## src/rtl/aes_key_expand.sv

```systemverilog
// Iterative AES-128 key schedule: accepts a cipher key and streams round keys
// 0..NROUNDS over a valid/ready interface, one next-key step per accepted transfer.
module aes_key_expand #(
  parameter int unsigned NROUNDS = 10
) (
  input  logic         clk,
  input  logic         rst_n,
  input  logic         key_valid,
  output logic         key_ready,
  input  logic [127:0] key_in,
  output logic         rk_valid,
  input  logic         rk_ready,
  output logic [127:0] rk_out,
  output logic [3:0]   rk_index,
  output logic         busy,
  output logic         done
);

  localparam int unsigned KW = 128;
  localparam int unsigned WW = 32;
  localparam int unsigned RW = 4;

  localparam logic [0:255][7:0] SBOX = {
    128'h637c777bf26b6fc53001672bfed7ab76, 128'hca82c97dfa5947f0add4a2af9ca472c0,
    128'hb7fd9326363ff7cc34a5e5f171d83115, 128'h04c723c31896059a071280e2eb27b275,
    128'h09832c1a1b6e5aa0523bd6b329e32f84, 128'h53d100ed20fcb15b6acbbe394a4c58cf,
    128'hd0efaafb434d338545f9027f503c9fa8, 128'h51a3408f929d38f5bcb6da2110fff3d2,
    128'hcd0c13ec5f974417c4a77e3d645d1973, 128'h60814fdc222a908846eeb814de5e0bdb,
    128'he0323a0a4906245cc2d3ac629195e479, 128'he7c8376d8dd54ea96c56f4ea657aae08,
    128'hba78252e1ca6b4c6e8dd741f4bbd8b8a, 128'h703eb5664803f60e613557b986c11d9e,
    128'he1f8981169d98e949b1e87e9ce5528df, 128'h8ca1890dbfe6426841992d0fb054bb16
  };

  typedef enum logic {S_IDLE, S_EMIT} state_t;

  function automatic logic [7:0] sbox(input logic [7:0] a);
    return SBOX[a];
  endfunction

  function automatic logic [7:0] rcon(input logic [RW-1:0] i);
    logic [7:0] v;
    case (i)
      4'd1:    v = 8'h01;
      4'd2:    v = 8'h02;
      4'd3:    v = 8'h04;
      4'd4:    v = 8'h08;
      4'd5:    v = 8'h10;
      4'd6:    v = 8'h20;
      4'd7:    v = 8'h40;
      4'd8:    v = 8'h80;
      4'd9:    v = 8'h1b;
      4'd10:   v = 8'h36;
      default: v = 8'h00;
    endcase
    return v;
  endfunction

  state_t          r_state, w_state_nxt;
  logic [KW-1:0]   r_cur_key, w_key_nxt;
  logic [RW-1:0]   r_round, w_round_nxt;
  logic            r_key_ready, w_key_ready_nxt;
  logic            r_rk_valid, w_rk_valid_nxt;
  logic            r_busy, w_busy_nxt;
  logic            r_done, w_done_nxt;

  logic [WW-1:0]   w_rot, w_sub, w_t;
  logic [WW-1:0]   w_w4, w_w5, w_w6, w_w7;
  logic [7:0]      w_rcon;
  logic [KW-1:0]   w_next_key;

  // One key-schedule step: four SubWord lookups on the rotated last word.
  always_comb begin
    w_rot      = {r_cur_key[23:0], r_cur_key[31:24]};
    w_sub      = {sbox(w_rot[31:24]), sbox(w_rot[23:16]), sbox(w_rot[15:8]), sbox(w_rot[7:0])};
    w_rcon     = rcon(RW'(r_round + 4'd1));
    w_t        = w_sub ^ {w_rcon, 24'h000000};
    w_w4       = r_cur_key[127:96] ^ w_t;
    w_w5       = r_cur_key[95:64]  ^ w_w4;
    w_w6       = r_cur_key[63:32]  ^ w_w5;
    w_w7       = r_cur_key[31:0]   ^ w_w6;
    w_next_key = {w_w4, w_w5, w_w6, w_w7};
  end

  always_comb begin
    w_state_nxt = r_state;
    w_key_nxt   = r_cur_key;
    w_round_nxt = r_round;
    w_done_nxt  = 1'b0;
    case (r_state)
      S_IDLE: begin
        if (key_valid && r_key_ready) begin
          w_key_nxt   = key_in;
          w_round_nxt = '0;
          w_state_nxt = S_EMIT;
        end
      end
      S_EMIT: begin
        if (rk_ready) begin
          if (r_round < RW'(NROUNDS)) begin
            w_key_nxt   = w_next_key;
            w_round_nxt = RW'(r_round + 4'd1);
          end else begin
            w_state_nxt = S_IDLE;
            w_done_nxt  = 1'b1;
          end
        end
      end
      default: w_state_nxt = S_IDLE;
    endcase
    w_key_ready_nxt = (w_state_nxt == S_IDLE);
    w_rk_valid_nxt  = (w_state_nxt == S_EMIT);
    w_busy_nxt      = (w_state_nxt == S_EMIT);
  end

  // key_ready stays low during reset and rises on the first edge after release.
  always_ff @(posedge clk or negedge rst_n) begin
    if (!rst_n) begin
      r_state     <= S_IDLE;
      r_cur_key   <= '0;
      r_round     <= '0;
      r_key_ready <= 1'b0;
      r_rk_valid  <= 1'b0;
      r_busy      <= 1'b0;
      r_done      <= 1'b0;
    end else begin
      r_state     <= w_state_nxt;
      r_cur_key   <= w_key_nxt;
      r_round     <= w_round_nxt;
      r_key_ready <= w_key_ready_nxt;
      r_rk_valid  <= w_rk_valid_nxt;
      r_busy      <= w_busy_nxt;
      r_done      <= w_done_nxt;
    end
  end

  assign key_ready = r_key_ready;
  assign rk_valid  = r_rk_valid;
  assign rk_out    = r_cur_key;
  assign rk_index  = r_round;
  assign busy      = r_busy;
  assign done      = r_done;

endmodule

```

## config.mk

```make
export PLATFORM = sky130hd
export DESIGN_NAME = aes_key_expand
export DESIGN_NICKNAME = d
export VERILOG_FILES = /design/src/rtl/aes_key_expand.sv
export SDC_FILE = /design/constraint.sdc
export NUM_CORES = 1
export LEC_CHECK = 0
export CAP_MARGIN = 10
export CELL_PAD_IN_SITES_DETAIL_PLACEMENT = 0
export CELL_PAD_IN_SITES_GLOBAL_PLACEMENT = 2
export CORE_MARGIN = 5
export CORE_UTILIZATION = 34
export DETAILED_ROUTE_END_ITERATION = 6
export PLACE_DENSITY = 0.88
export RECOVER_POWER = 100
export SLEW_MARGIN = 20
export SYNTH_ARGS = -nofsm -noshare
export SYNTH_HDL_FRONTEND = slang
export SYNTH_SLANG_ARGS = --single-unit
export TNS_END_PERCENT = 100
```

## constraint.sdc

```tcl
create_clock -name clk -period 5.1 [get_ports clk]
set_input_delay 0.51 -clock clk [delete_from_list [all_inputs] [get_ports clk]]
set_output_delay 0.51 -clock clk [all_outputs]
set_load 0.1 [all_outputs]
```

; Word level (Yosys, flattened, before mapping)
; Memories as Yosys holds them, arrays and structs flattened.
; Cells that the tools add are included.
[totals]
rom_bits = 8320
memories = 5
regBits = 135
inputBits = 132
out_inout_bits = 136
latch_bits = 0
ramBits = 0
[classes]
n_bitwise = 11
n_lt_le_gt_ge = 5
mux = 23
multipliers = 0
div_mod_pow = 0
n_addsub = 1
reduce_logical = 2
n_shift = 0
n_eq_ne = 3
[mem_list]
columns = memory, depth, width, read_ports, rd_clocked_by_memory_dff, wr, line
row1 = (name not given), 256, 8, 1, 0, 0, 37  ; return SBOX[a];
row2 = (name not given), 256, 8, 1, 0, 0, 37
row3 = (name not given), 256, 8, 1, 0, 0, 37
row4 = (name not given), 256, 8, 1, 0, 0, 37
row5 = (name not given), 16, 8, 1, 0, 0, 42  ; case (i)
[ops]
columns = op, count
row1 = 128-bit 2-to-1 mux, 3
row2 = 128-bit one-hot mux with 2 select lines, 1
row3 = 32-bit XOR, 5
row4 = 8-bit 2-to-1 mux, 8
row5 = 9-bit greater-or-equal comparator (second input constant), 4
row6 = 8-bit NOT with 9-bit output, 4
row7 = 4-bit 2-to-1 mux, 3
row8 = 4-bit one-hot mux with 2 select lines, 1
row9 = 1-bit 2-to-1 mux, 6
row10 = 4-bit by 1-bit adder with 4-bit output (second input constant), 1
row11 = 4-bit less-than comparator (second input constant), 1
row12 = 2-bit != test (second input constant), 2
row13 = 3-bit AND reduction, 1
row14 = 2-bit by 1-bit != test with 1-bit output (second input constant), 1
row15 = 1-bit NOT, 2
row16 = 1-bit one-hot mux with 2 select lines, 1
row17 = 1-bit logical AND, 1

; Logic depth before layout (Yosys ltp)
[depth]
word_depth = 12
ltp_mapped = 15

; Least setup slack after synthesis
; No wires, ideal clock.
[synth_path]
path_kind = flip-flop to flip-flop
start = register r_cur_key[17], in the netlist rk_out[17]
end = register r_cur_key[29], in the netlist rk_out[29]
arrival_time_ns = 4.544
synth_period_minus_slack_ns = 4.668
slack_ns = 0.432
path_stages_with_launch = 15
t_required_ns = 4.976
path_cell_list = dfrtp_1 clkbuf_1 clkbuf_1 inv_1 ha_1 or2_2 buf_1 o21ai_0 mux4_2 a2111oi_0 nor4_2 xnor3_1 xnor2_1 mux2i_1 a211o_1
[synth_via]
elab_chain_len = 12
[synth_rtl]
columns = element, line
row1 = start: declaration, 59  ; logic [KW-1:0] r_cur_key, w_key_nxt;
row2 = start signal: assignment, 127  ; r_cur_key <= w_key_nxt;
row3 = 8-bit NOT with 9-bit output (not written as such), 37
row4 = memory 256 x 8 bit, -
row5 = 8-bit 2-to-1 mux (not written as such) (2 in a row), 37
row6 = 32-bit XOR, 76  ; w_t = w_sub ^ {w_rcon, 24'h000000};
row7 = 32-bit XOR, 77  ; w_w4 = r_cur_key[127:96] ^ w_t;
row8 = 32-bit XOR, 78  ; w_w5 = r_cur_key[95:64] ^ w_w4;
row9 = 32-bit XOR, 79  ; w_w6 = r_cur_key[63:32] ^ w_w5;
row10 = 32-bit XOR, 80  ; w_w7 = r_cur_key[31:0] ^ w_w6;
row11 = 128-bit 2-to-1 mux, 99  ; if (r_round < RW'(NROUNDS)) begin
row12 = 128-bit 2-to-1 mux, 98  ; if (rk_ready) begin
row13 = 128-bit one-hot mux with 2 select lines, 89  ; case (r_state)
; Every way passes these cells. The select of a mux whose other input is x is not followed.
; A chain may end at the register's enable or synchronous reset.

; Worst setup path in the final report
[layout_path]
start = register r_cur_key[8], in the netlist rk_out[8]
end = register r_cur_key[23], in the netlist rk_out[23]
; Same word-level chain as after synthesis.

==> metrics.cfg <==
[logic_synthesis]
ys_top_cells_by_area=dfrtp_1 (15%), mux4_2 (8.2%), o21ai_0 (5.0%)
synth.area.mux_share_pct=13.5
synthesis.nets=3187
postSynthCellCount=2992
netlist_area_um2=22600
ys_warn_count=0
synth_top_area_share_pct=15.0
synth-edff-count=0
synth-compound-area-share_pct=32.0
synth_top_area_cell=dfrtp_1
synthXorXnorAreaFrac_pct=6.88
synth-main-ff-cell=dfrtp_1
async_reset_ff_share_pct=100
synth_fa_ha_area_share_pct=3.53
yosysSeqAreaShare_pct=15.0
avgSynthCellArea_um2=7.54
synth-simple-area-share_pct=21.4
synth-seq-cells=135
ys_types=97
synth_top_family_by_area=compound AO/OA/AOI/OAI gates

[timing]
worst_slew_pin_slew_ns=3.54
final.period_utilization_pct=93.4
relSlewSlack_pct=-136
min_period_ns=4.76
report.final.hold_viol_count=0
max_freq_mhz=210
drv_slew=82
setup_tns_ns=0
final-setup-viol-count=0
finClkSkew_ns=0.0147
rsz0062_at_grt=false

[finish]
final_area_um2=26300
syn2layout_area_growth_pct=16.4
layout_common_cells=nand2_1 (264), o21ai_0 (229), a21oi_1 (225)
drive_above_1_share_pct=9.63
final_nets=3223
nFillCells=6739
final_common_cell=nand2_1
final_util_pct=39.9

[routing]
wl_per_cell_um=28.8
drc=0
drt-total-wl_um=113000
top_layer_used=met5
met2_length_um=49100
wl_met1_um=46400
drt-pass1-iter-count=6
dr.first_iter.drc_count=3113
wl_met3_um=10900
num_vias=26253
final_antenna_net_count=0
viasPerCell=6.72

[setup_path]
critical_path_class=reg2reg
cp-start-kind=flip-flop
critPathRequiredTime_ns=5.47
crit_arrival_ns=5.14
cp-end-kind=flip-flop
critPathTopFamily=compound AO/OA/AOI/OAI gates
reg2reg_slack_ns=0.34
cp_num_buf_inv=2
cpPeakStageDelay_ns=0.90
cpMaxStageDelayCell=nor2b_1
crit_fanout=12
worstPathCellList=clkinv_1 > clkbuf_1 > ha_1 > nor2b_1 > a21oi_1 > mux4_2 > a22oi_1 > nor2_1 > a41oi_1 > xnor3_1 > o311a_1

[clock_tree]
ctsRootBufferMaster=clkbuf_16
path_clk_slew_ns=0.07
clk_latency_ns=0.49
tritoncts=built
numCtsBuffers=17
post_cts_buffers=0
htree_levels=4
cts_sinks=135
clockBufferDepth=2
ctsResizeCount=0
hold_buffers=0

[grt]
grt_overflow=0
grt_usage_pct=30.0
grt_first_pass_wirelength_um=167000
grt_max_degree=123
antenna_found_initial=7
first_global_vias=24952

[floorplanning]
die_area_um2=71600
fp.dieH_um=268
ios=268
initial_utilization_pct=34.3
core-area_um2=65700
row_count=94
die_w_um=268

[place]
portBuffers=267
gp_congestion=1.03
placed_area_um2=25700
dpl.hpwl_um=79800

[worst_hold_path]
min_path_type=reg2reg

[status]
outcome=complete, but fails checks
failed_checks=max-capacitance violations, max-slew violations

[flow_run]
drv_cap=2

cells in the mapped netlist (15+ instances only):
library cell and count:
nand2_1 265, o21ai_0 226, a21oi_1 224, clkbuf_1 211
nor2_1 158, dfrtp_1 135, nand3_1 120, mux2i_1 103
o22ai_1 94, buf_2 90, nand2b_1 83, nor3_1 83
mux4_2 82, nor2b_1 80, xnor2_1 79, ha_1 62
a31oi_1 58, o211ai_1 55, a211oi_1 48, inv_1 42
a311oi_1 41, buf_1 39, xor2_1 34, o311ai_0 29
and3_1 27, o311a_1 27, o31ai_1 27, a211o_1 26
and2_1 26, or3_1 25, or2_2 23, xnor3_1 21
a221oi_1 18, nor3b_1 17, o221ai_1 17, o21a_1 16
a2111oi_0 15
sequential cells by signal, summed over array words and instances (netlist names):
register and cells:
rk_out 128, rk_index 4, busy 1, done 1
key_ready 1
cell families (layout without fill, tap and decap cells):
kind of cell               after synthesis  in the layout
AOI/OAI and AO/OA                     1074           1074
other                                    0              1
and+or+nand+nor                        969            969
muxes                                  200            200
DFF                                    135            135
adders and majority gates               63             63
buffers and inverters                  412            461
xor gates and xnor gates               139            139
worst register-to-register path: stages (launching register included):
cell and delay [ns]:
dfrtp_1 0.36, clkinv_1 0.10, clkbuf_1 0.38, ha_1 0.50, nor2b_1 0.90, a21oi_1 0.18
mux4_2 0.54, a22oi_1 0.28, nor2_1 0.08, a41oi_1 0.57, xnor3_1 0.46, o311a_1 0.29
worst paths after layout:
path,cells after the start,end,from
max in group asynchronous,2,busy,rst_n
worst min register to register,2,rk_out[124],rk_out[124]
min in group asynchronous,1,rk_out[15],rst_n
worst min-delay path,2,rk_out[124],rk_out[124]
worst max-delay path,11,rk_out[23],rk_out[8]
worst max register to register,11,rk_out[23],rk_out[8]
layout make-up:
class                      count  area, um^2  share of cell area (%)
multi-input combinational   2445       17400                    66.4
sequential                   135        3400                    13.0
tap                          864        1080                    4.12
inverter                      57         214                   0.815
clock buffer                  18         429                    1.63
clock inverter                14         213                   0.810
timing repair buffer         372        3480                    13.3
antenna                        1        2.50                 0.00953
layer usage:
metal  track usage (%)  up-vias
met5                 0        -
met4              13.6       10
met3              5.89      336
met2              45.9     1685
met1              41.1    12790
li1                  -    11432
through the flow:
step	hold slack, ns	std cells	worst slack (ns)
4_1_cts	0.0000318	3905	0.665
5_1_grt	0.563	3905	0.251
6_report	0.528	3906	0.339
3_3_place_gp	0.509	3873	0.564
2_1_floorplan	0.214	2992	0.432
3_5_place_dp	0.523	3873	0.684
Power is left out: the tool's default activity adds up to more than one toggle a clock period on the data nets, which glitch-free logic cannot reach.
